**src/rtl/controller_pkg.sv**
```systemverilog
// Shared types and constants for the I3C target-reset controller.
// Contents:
//   target_reset_action_e     - action armed by RSTACT (none / periph / chip)
//   target_reset_ctrl_state_e - controller FSM states
//   RstActDef*                - RSTACT defining-byte encodings
package controller_pkg;

  typedef enum logic [1:0] {
    RstActNone   = 2'h0,
    RstActPeriph = 2'h1,
    RstActChip   = 2'h2
  } target_reset_action_e;

  typedef enum logic [1:0] {
    TrcIdle,
    TrcPeriphReq,
    TrcChipRst,
    TrcHoldoff
  } target_reset_ctrl_state_e;

  localparam logic [7:0] RstActDefNone   = 8'h00;
  localparam logic [7:0] RstActDefPeriph = 8'h01;
  localparam logic [7:0] RstActDefChip   = 8'h02;

endpackage

```
**src/rtl/target_reset_controller.sv**
```systemverilog
// Sequences the response to an I3C Target Reset Pattern: takes the detector's
// one-cycle pulse, applies the action armed by RSTACT, and drives the SoC
// reset requests. A second pattern with no GETSTATUS/RSTACT in between
// escalates to a whole-chip reset.
// Ports:
//   clk_i, rst_ni            - clock, asynchronous active-low reset
//   enable_i                 - block enable; 0 forces Idle and ignores detects
//   target_reset_detect_i    - reset-pattern detect pulse
//   rstact_valid_i/defbyte_i - RSTACT defining byte strobe and value
//   getstatus_i              - GETSTATUS completed pulse
//   periph_reset_req_o/ack_i - peripheral reset handshake
//   chip_reset_o             - whole-chip reset request (level)
//   action_o                 - armed action (0 none, 1 periph, 2 chip)
//   escalate_o               - escalation armed
//   rstact_err_o             - pulse on reserved defining byte
//   timeout_o                - pulse on peripheral ack timeout
module target_reset_controller
  import controller_pkg::*;
#(
  parameter logic [15:0] PeriphAckTimeout = 16'd1000,
  parameter logic [15:0] ChipResetCycles  = 16'd64,
  parameter logic [15:0] HoldoffCycles    = 16'd256
) (
  input  logic       clk_i,
  input  logic       rst_ni,
  input  logic       enable_i,
  input  logic       target_reset_detect_i,
  input  logic       rstact_valid_i,
  input  logic [7:0] rstact_defbyte_i,
  input  logic       getstatus_i,
  output logic       periph_reset_req_o,
  input  logic       periph_reset_ack_i,
  output logic       chip_reset_o,
  output logic [1:0] action_o,
  output logic       escalate_o,
  output logic       rstact_err_o,
  output logic       timeout_o
);

  target_reset_ctrl_state_e state_q, state_d;
  target_reset_action_e     action_q, action_d;
  logic [15:0]              cnt_q, cnt_d;
  logic                     escalate_q, escalate_d;
  logic                     rstact_err_q, rstact_err_d;
  logic                     timeout_q, timeout_d;
  logic                     detect_accept;

  assign detect_accept = enable_i && target_reset_detect_i && (state_q == TrcIdle);

  always_comb begin
    state_d   = state_q;
    timeout_d = 1'b0;
    unique case (state_q)
      TrcIdle: begin
        if (detect_accept) begin
          // Decision uses the pre-update action/escalate values.
          if (escalate_q || (action_q == RstActChip)) state_d = TrcChipRst;
          else if (action_q == RstActPeriph)          state_d = TrcPeriphReq;
          else                                        state_d = TrcHoldoff;
        end
      end
      TrcPeriphReq: begin
        if (!enable_i) begin
          state_d = TrcIdle;
        end else if (periph_reset_ack_i) begin
          state_d = TrcHoldoff;
        end else if (cnt_q == PeriphAckTimeout - 16'd1) begin
          timeout_d = 1'b1;
          state_d   = TrcChipRst;
        end
      end
      // Chip reset runs to completion regardless of enable_i.
      TrcChipRst: begin
        if (cnt_q == ChipResetCycles - 16'd1) state_d = TrcHoldoff;
      end
      TrcHoldoff: begin
        if (!enable_i || (cnt_q == HoldoffCycles - 16'd1)) state_d = TrcIdle;
      end
      default: state_d = TrcIdle;
    endcase
  end

  // Counter restarts on every state change and saturates; idle keeps it at 0.
  always_comb begin
    if ((state_d != state_q) || (state_q == TrcIdle)) cnt_d = '0;
    else if (cnt_q != '1)                             cnt_d = cnt_q + 16'd1;
    else                                              cnt_d = cnt_q;
  end

  // Accepted detect overrides any same-cycle RSTACT/GETSTATUS update.
  always_comb begin
    action_d     = action_q;
    escalate_d   = escalate_q;
    rstact_err_d = 1'b0;
    if (rstact_valid_i) begin
      escalate_d = 1'b0;
      unique case (rstact_defbyte_i)
        RstActDefNone:   action_d = RstActNone;
        RstActDefPeriph: action_d = RstActPeriph;
        RstActDefChip:   action_d = RstActChip;
        default:         rstact_err_d = 1'b1;
      endcase
    end
    if (getstatus_i) escalate_d = 1'b0;
    if (detect_accept) begin
      escalate_d = 1'b1;
      action_d   = RstActPeriph;
    end
  end

  always_ff @(posedge clk_i or negedge rst_ni) begin
    if (!rst_ni) begin
      state_q      <= TrcIdle;
      action_q     <= RstActPeriph;
      cnt_q        <= '0;
      escalate_q   <= 1'b0;
      rstact_err_q <= 1'b0;
      timeout_q    <= 1'b0;
    end else begin
      state_q      <= state_d;
      action_q     <= action_d;
      cnt_q        <= cnt_d;
      escalate_q   <= escalate_d;
      rstact_err_q <= rstact_err_d;
      timeout_q    <= timeout_d;
    end
  end

  assign periph_reset_req_o = (state_q == TrcPeriphReq);
  assign chip_reset_o       = (state_q == TrcChipRst);
  assign action_o           = action_q;
  assign escalate_o         = escalate_q;
  assign rstact_err_o       = rstact_err_q;
  assign timeout_o          = timeout_q;

endmodule

```
**config.mk**
```make
export PLATFORM = sky130hd
export DESIGN_NAME = target_reset_controller
export DESIGN_NICKNAME = d
export VERILOG_FILES = /design/src/rtl/controller_pkg.sv /design/src/rtl/target_reset_controller.sv
export SDC_FILE = /design/constraint.sdc
export NUM_CORES = 1
export LEC_CHECK = 0
export CORE_MARGIN = 2
export CORE_UTILIZATION = 40
export CTS_CLUSTER_DIAMETER = 150
export DETAILED_ROUTE_END_ITERATION = 12
export PLACE_DENSITY = 0.62
export SLEW_MARGIN = 10
export SYNTH_ARGS = -nofsm -noshare
export SYNTH_HDL_FRONTEND = slang
export SYNTH_SLANG_ARGS = --single-unit
export TNS_END_PERCENT = 50
```
**constraint.sdc**
```tcl
create_clock -name clk_i -period 2.6 [get_ports clk_i]
set_clock_uncertainty 0.1 [all_clocks]
set_input_delay 0.52 -clock clk_i [delete_from_list [all_inputs] [get_ports clk_i]]
set_output_delay 0.52 -clock clk_i [all_outputs]
set_load 0.02 [all_outputs]
```
==> results.toml, run 1 <==
[outcome]
outcome = "complete, no violations"

[routing]
drc = 0
drt_wl_total_um = 3040
drtAntennaViolNets = 0
drt_iter0_markers = 57
via_per_inst = 5.57
wl_per_cell_um = 14.3
vias = 1187
dr.pass1.iters = 4

[global_route]
grt_pass1_wl_um = 5290
overflow = 0
antenna_found_initial = 0
grt_pass1_vias = 1170
grt_max_degree = 24
grt_usage = 0.168

[place]
placed_cells = 209
hpwl_um = 2270
dp_slack_ns = 0.0630
place_congestion = 0.838
port_buffers = 21

[timing]
fmax_ghz = 0.424
finalSetupTns_ns = 0
setup_violations = 0
slew_violations = 0
slew-limit-headroom = 0.723
fin_crit_ns = 2.36
hold_violations = 0
finalCritPeriodShare = 0.907
layout_setup_ws_ns = 0.242
rsz0062_at_grt = "no"
worst_pin_slew_ns = 0.412

[die]
top_level_ports = 22
die_w_um = 62.8
rows = 21
start_util = 0.414
die_area_mm2 = 0.00394
die_y_um = 62.8
core_area_mm2 = 0.00334

[worst_setup_path]
r2r_cells = 7
timing.rr.start = "cnt_q[0]"
worst_setup_path_start_kind = "flop"
r2r_end = "cnt_q[5]"
critPathKind = "flop to flop"
crit_start = "cnt_q[0]"
crit_required_ns = 2.74
end_kind = "flop"
worstPathArrival_ns = 2.50
r2r_slack_ns = 0.24
cp_max_fo = 10

[synthesis]
ys.flop_type = "dfrtp_1"
synth.avg_cell_area_um2 = 9.60
yosysSeqAreaShare = 0.417
synth_edf_count = 0
synth_cell_types = 42
synth.net_count = 160
synthesis.area_mm2 = 0.00138
synthArstFlopShare = 1.00
ys_ff_latch = 23
yosys_warnings = 0
syn-instance-count = 144

[clocking]
postCtsSetupBuffers = 0
clock_latency_ns = 0.32
numCtsBuffers = 3
htreeDepth = 1
cts_tree = "built"
ctsHoldBuffers = 0
clk_path_buf_depth = 2
cts_root_buffer = "clkbuf_4"
cts_resized = 0
cts_sinks = 23
clk_pin_slew_ns = 0.14

[layout]
multi_input_area_um2 = 737
fillers = 324
finalNetCount = 184
final_common_cell = "dfrtp_1"
drive_above_1_share = 0.168
register_area_um2 = 577
synthToLayoutAreaGrowth_pct = 21.6
layout_common_cells = "22 x dfrtp_1, 21 x clkdlybuf4s50_1, 13 x nand2_1, 11 x a21oi_2, 10 x nand3_1"
stdcell_count = 213
antenna_cells = 0

[run]
cap_violations = 0

[worst_hold_path]
holdCritPathClass = "primary input to async pin"

[pwr]
leakage_nw = 0.681
peakVddDrop_mv = 0.285
power_density_mw_per_mm2 = 553
[how the worst max path moves through the flow]
stage                           end  slack (ns)  depth (start not counted)
after floorplan           cnt_q[13]        0.61                          8
after global placement     cnt_q[0]        0.15                          7
after detailed placement   cnt_q[5]        0.06                          7
after CTS                  cnt_q[5]        0.26                          7
after global routing       cnt_q[3]        0.11                          7
final                      cnt_q[5]        0.24                          7
[state kept, by name (all words and copies together), names as in the netlist]
signal        count
action_o          2
timeout_o         1
cnt_q            16
escalate_o        1
state_q           2
rstact_err_o      1
[layout make-up]
cell class	count	share of cell area
timing repair buffer	26	0.155
clock buffer	3	0.0134
clock inverter	1	0.00298
inverter	6	0.0134
tap	46	0.0342
sequential	23	0.343
multi-input combinational	108	0.438
[synth_stat cells (all sizes together) (2+ instances only)]
| library cell | count | share of area |
|---|---|---|
| a211oi | 2 | 0.011 |
| a21oi | 16 | 0.088 |
| a221oi | 2 | 0.022 |
| a31oi | 5 | 0.027 |
| and2 | 4 | 0.018 |
| and3 | 5 | 0.023 |
| and4 | 2 | 0.013 |
| buf | 5 | 0.028 |
| clkbuf | 2 | 0.0054 |
| dfrtp | 22 | 0.40 |
| inv | 6 | 0.016 |
| mux2i | 4 | 0.029 |
| nand2 | 13 | 0.035 |
| nand2b | 2 | 0.0090 |
| nand3 | 10 | 0.036 |
| nand4 | 3 | 0.014 |
| nor2 | 8 | 0.022 |
| nor3 | 4 | 0.014 |
| nor4 | 4 | 0.023 |
| o211ai | 2 | 0.011 |
| xnor2 | 4 | 0.025 |
| xor2 | 4 | 0.025 |
[kinds of logic (layout without fill, tap and decap cells)]
| family | after synthesis | count (layout) | synth area share |
|---|---|---|---|
| simple gates | 60 | 60 | 0.235 |
| compound gates | 35 | 35 | 0.209 |
| flops | 23 | 23 | 0.417 |
| buf+inv | 13 | 36 | 0.0498 |
| xor+xnor | 8 | 8 | 0.0507 |
| mux | 4 | 4 | 0.0290 |
| fa+ha+maj | 1 | 1 | 0.00905 |
[critical path, cell delays in order, from the launching register on]
cell,delay [ns]
dfrtp_1,0.41
ha_1,0.19
and3_1,0.21
and2b_1,0.35
a31oi_2,0.19
a221o_2,0.51
buf_4,0.22
a21oi_2,0.12
[stage by stage]
step | power, mW | util | area [um2] | hold WS [ns]
finish | 0.929 | 0.504 | 1680 | 0.429
detailed placement | 0.770 | 0.496 | 1650 | 0.425
floorplan | 0.620 | - | 1380 | 0.124
global placement | 0.759 | 0.496 | 1650 | 0.430
CTS | 0.940 | 0.504 | 1680 | 0.433
global route | 0.990 | 0.504 | 1680 | 0.448
[report_power, final]
group	internal, mW	switching (mW)	total (mW)	leakage, nW
sequential	0.389	0.0304	0.420	0.312
clock	0.0575	0.112	0.170	0.0177
combinational	0.151	0.189	0.340	0.351
total	0.598	0.331	0.929	0.681
[metal layers]
| layer | vias up | track usage | wire length, um |
|---|---|---|---|
| met2 | 42 | 0.304 | 1510 |
| met3 | 2 | 0.0324 | 204 |
| met5 | - | 0 | 0 |
| li1 | 572 | - | - |
| met4 | 0 | 0.0583 | 24 |
| met1 | 571 | 0.197 | 1300 |
(Power assumes the default switching activity.)
==> run 2: changes to the inputs <==
Settings changed: CORE_UTILIZATION 40 to 53, PLACE_DENSITY 0.62 to 0.79.
==> run 2 against run 1 <==
Compared with the run above: worst setup slack lost 0.040 ns; non-clock buffer count is the same; sequential power hardly changed; sequential share of layout area up 0.41 points; critical path depth stayed put; worst hold slack improved by 0.00068 ns; critical path type unchanged.
==> results.toml, run 2 (same netlist as run 1, synthesis figures left out) <==
[pwr]
peakVddDrop_mv = 0.521
power_density_mw_per_mm2 = 556
leakage_nw = 0.681

[die]
rows = 18
die_w_um = 55.1
die_area_mm2 = 0.00303
core_area_mm2 = 0.00248
start_util = 0.558
die_y_um = 55.1
top_level_ports = 22

[worst_setup_path]
crit_required_ns = 2.75
end_kind = "flop"
cp_slowest_cell = "a221o_2"
cp_max_fo = 10
worstPathArrival_ns = 2.54
worst_setup_path_start_kind = "flop"
r2r_cells = 7
worstPathCellList = "ha_1 > and3_1 > and2b_1 > a31oi_2 > a221o_2 > buf_4 > a21oi_2"
max_stage_delay_ns = 0.49
critPathKind = "flop to flop"

[timing]
fin_crit_ns = 2.40
hold_violations = 0
setup_violations = 0
slew-limit-headroom = 0.734
worst_pin_slew_ns = 0.398
holdWs_ns = 0.430
finalCritPeriodShare = 0.922
finalSetupTns_ns = 0
slew_violations = 0
rsz0062_at_grt = "no"
fmax_ghz = 0.417

[routing]
vias = 1180
drt_iter0_markers = 26
dr.pass1.iters = 4
drtAntennaViolNets = 0
wl_per_cell_um = 15.3
drt_wl_total_um = 3010
via_per_inst = 5.99
drc = 0

[layout]
drive_above_1_share = 0.168
fillers = 209
final_common_cell = "dfrtp_1"
finalNetCount = 184
synthToLayoutAreaGrowth_pct = 20.2
layout_common_cells = "22 x dfrtp_1, 21 x clkdlybuf4s50_1, 13 x nand2_1, 11 x a21oi_2, 10 x nand3_1"
largest_register = "cnt_q"
largest_reg_flops = 16
antenna_cells = 0

[clocking]
clk_pin_slew_ns = 0.13
cts_root_buffer = "clkbuf_4"
cts_tree = "built"
clock_latency_ns = 0.32
numCtsBuffers = 3
clk_path_buf_depth = 2
ctsHoldBuffers = 0
cts_sinks = 23
htreeDepth = 1
cts_resized = 0
postCtsSetupBuffers = 0

[global_route]
grt_max_degree = 24
grt_pass1_vias = 1108
grt_usage = 0.227
grt_pass1_wl_um = 5000
antenna_found_initial = 0
overflow = 0

[run]
cap_violations = 0

[outcome]
outcome = "complete, no violations"

[place]
place_congestion = 0.771
hpwl_um = 2270
port_buffers = 21

[worst_hold_path]
holdCritPathClass = "primary input to async pin"
-- run 2: power by group --
part | internal, mW | switching, mW | total (mW)
registers | 0.389 | 0.0311 | 0.421
logic | 0.150 | 0.186 | 0.337
clock network | 0.0575 | 0.110 | 0.167
-- run 2: final timing paths --
kind | slack (ns) | endpoint | start
hold reg to reg | 0.45 | escalate_o | escalate_o
hold / removal | 0.43 | cnt_q[11] | rst_ni
setup / recovery | 0.20 | cnt_q[15] | cnt_q[0]
max in group asynchronous | 1.68 | action_o[0] | rst_ni
min in group clk_i | 0.45 | escalate_o | escalate_o
setup reg to reg | 0.20 | cnt_q[15] | cnt_q[0]
-- run 2: per-stage QoR --
step           cells  power (mW)  setup slack [ns]   util  area [um2]
2_1_floorplan    144       0.620             0.606      -        1380
3_3_place_gp     193       0.754             0.169  0.660        1630
3_5_place_dp     193       0.764             0.122  0.660        1630
4_1_cts          197       0.930             0.238  0.671        1660
5_1_grt          197       0.981           0.00869  0.671        1660
6_report         197       0.924             0.202  0.671        1660
-- run 2: routing by layer --
layer,track usage,vias up,part of all wire
li1,-,576,-
met1,0.307,566,0.45
met2,0.375,30,0.49
met3,0.0296,8,0.042
met4,0.0772,0,0.018
met5,0,-,0
-- run 2: cell type report --
type,instances,area (um2),area share
sequential,23,577,0.347
clock inverter,1,5.00,0.00301
inverter,6,22.5,0.0136
multi-input combinational,108,737,0.444
clock buffer,3,22.5,0.0136
timing repair buffer,26,260,0.157
tap,30,37.5,0.0226
-- run 2: critical path: cells and delay by family, from the launching register on --
| family | cells | cell delay [ns] |
|---|---|---|
| compound gates | 3 | 0.81 |
| simple gates | 2 | 0.57 |
| flops | 1 | 0.42 |
| buf+inv | 1 | 0.23 |
| fa+ha+maj | 1 | 0.20 |
==> run 3: changes to the inputs <==
Settings changed: CORE_ASPECT_RATIO set to 1.25, CORE_UTILIZATION 53 to 61, DONT_BUFFER_PORTS set to 1, PLACE_DENSITY 0.79 to 0.77, SLEW_MARGIN 10 to unset.
==> run 3 against run 2 <==
Compared with the run above: sequential cell count unchanged; critical path type unchanged; largest cell class unchanged; register-to-register slack worse by 0.03 ns; fmax down 1.3%; wire length down 10%; design area down 13%; worst setup slack worse by 0.032 ns; final cell count down 12%; sequential power up 2%; highest routed layer unchanged; sequential share of layout area up 5.4 points; utilization down 0.56 points; worst hold slack worse by 0.27 ns.
==> results.toml, run 3 (same netlist as run 1, synthesis figures left out) <==
[layout]
stdcell_count = 174
largest_register = "cnt_q"
layout_common_cells = "22 x dfrtp_1, 13 x nand2_1, 10 x nand3_1, 10 x a21oi_2, 8 x nor2_1"
finalNetCount = 160
final_common_cell = "dfrtp_1"
largest_reg_flops = 16
register_area_um2 = 577
fillers = 178
multi_input_area_um2 = 744
synthToLayoutAreaGrowth_pct = 4.07
antenna_cells = 0
postLayoutCoreUtil = 0.665
drive_above_1_share = 0.161

[clocking]
cts_tree = "built"
cts_sinks = 23
clk_path_buf_depth = 2
htreeDepth = 1
clk_pin_slew_ns = 0.12
clock_latency_ns = 0.31
numCtsBuffers = 3
cts_root_buffer = "clkbuf_4"

[worst_hold_path]
min_to = "timeout_o"
holdCritPathClass = "primary input to flop"
min_from = "periph_reset_ack_i"
holdPathStages = 1

[die]
core_area_mm2 = 0.00216
die_area_mm2 = 0.00267
start_util = 0.639
top_level_ports = 22
die_w_um = 46.6
rows = 19
die_y_um = 57.2

[worst_setup_path]
worstPathArrival_ns = 2.56
worst_setup_path_start_kind = "flop"
r2r_cells = 6
cp_max_fo = 16
timing.rr.start = "cnt_q[0]"
critPathKind = "flop to flop"
r2r_slack_ns = 0.17
end_kind = "flop"
crit_required_ns = 2.73
r2r_end = "cnt_q[2]"

[global_route]
antenna_found_initial = 0
overflow = 0
grt_max_degree = 24
grt_pass1_vias = 1087
grt_usage = 0.230
grt_pass1_wl_um = 4520

[timing]
fmax_ghz = 0.412
setup_violations = 0
fin_crit_ns = 2.43
slew-limit-headroom = 0.319
rsz0062_at_grt = "no"
finalCritPeriodShare = 0.935
worst_pin_slew_ns = 1.02
slew_violations = 0
hold_violations = 0

[run]
cap_violations = 0

[routing]
dr.pass1.iters = 4
vias = 1130
via_per_inst = 6.49
wl_per_cell_um = 15.5
drt_wl_total_um = 2690
drc = 0
drt_iter0_markers = 40
drtAntennaViolNets = 0

[place]
placed_cells = 168
place_congestion = 0.918
hpwl_um = 1950
port_buffers = 0

[pwr]
leakage_nw = 0.585
peakVddDrop_mv = 0.448
power_mw = 0.863
power_density_mw_per_mm2 = 600

[outcome]
outcome = "complete, no violations"
run 3: cell count changes in the layout (fill, tap and decap cells not counted):
cell / change
clkbuf_1: +1
clkinv_2: -1
buf_4: -4
a21oi_2: -1
a21oi_4: +1
clkdlybuf4s50_1: -21
dlygate4sd3_1: +1
run 3: report_power, final:
part / total [mW] / internal, mW / switching, mW
Sequential: 0.428 / 0.389 / 0.0386
Combinational: 0.269 / 0.0984 / 0.171
Clock: 0.167 / 0.0599 / 0.107
Total: 0.863 / 0.548 / 0.316
run 3: cell type report:
type / count / area share
clock buffers: 4 / 0.0183
repair buffers: 2 / 0.0209
flip-flops and latches: 23 / 0.401
multi-input cells: 108 / 0.517
inverters: 6 / 0.0157
well taps: 31 / 0.0270
run 3: metrics by stage:
step / hold slack [ns] / setup slack (ns) / setup TNS (ns) / cell area (um2)
after global placement: 0.125 / 0.114 / 0 / 1380
after CTS: 0.155 / 0.184 / 0 / 1420
after global routing: 0.128 / 0.00104 / 0 / 1440
after floorplan: 0.124 / 0.606 / 0 / 1380
final: 0.164 / 0.170 / 0 / 1440
after detailed placement: 0.125 / -0.0285 / -0.0285 / 1380
run 3: critical path: stages (launching register included):
cell and delay, ns:
dfrtp_1 0.41, ha_1 0.19, and3_1 0.21, and2b_1 0.35, a31oi_2 0.21, a221o_2 0.57
a221oi_2 0.29
run 3: per-layer routing:
layer | up-vias | track usage | share of wire
li1 | 528 | - | -
met4 | 0 | 0.0939 | 0.018
met3 | 7 | 0.0411 | 0.036
met1 | 566 | 0.272 | 0.42
met2 | 29 | 0.395 | 0.53
met5 | - | 0 | 0
run 3: worst max path at each step:
stage,slack (ns),start,endpoint
floorplan,0.61,cnt_q[0],cnt_q[13]
global placement,0.11,cnt_q[0],cnt_q[4]
detailed placement,-0.03,cnt_q[0],cnt_q[6]
CTS,0.18,cnt_q[0],cnt_q[2]
global route,0.001,cnt_q[0],cnt_q[14]
finish,0.17,cnt_q[0],cnt_q[2]
run 3: timing repair:
item | CTS | global route
hold buffers | 1 | 0
hold endpoints to repair | 23 | 0
pin swaps | 0 | 0
setup buffers | 0 | 1
gates resized for setup | 1 | 0
endpoints found under the setup margin | 4 | 3
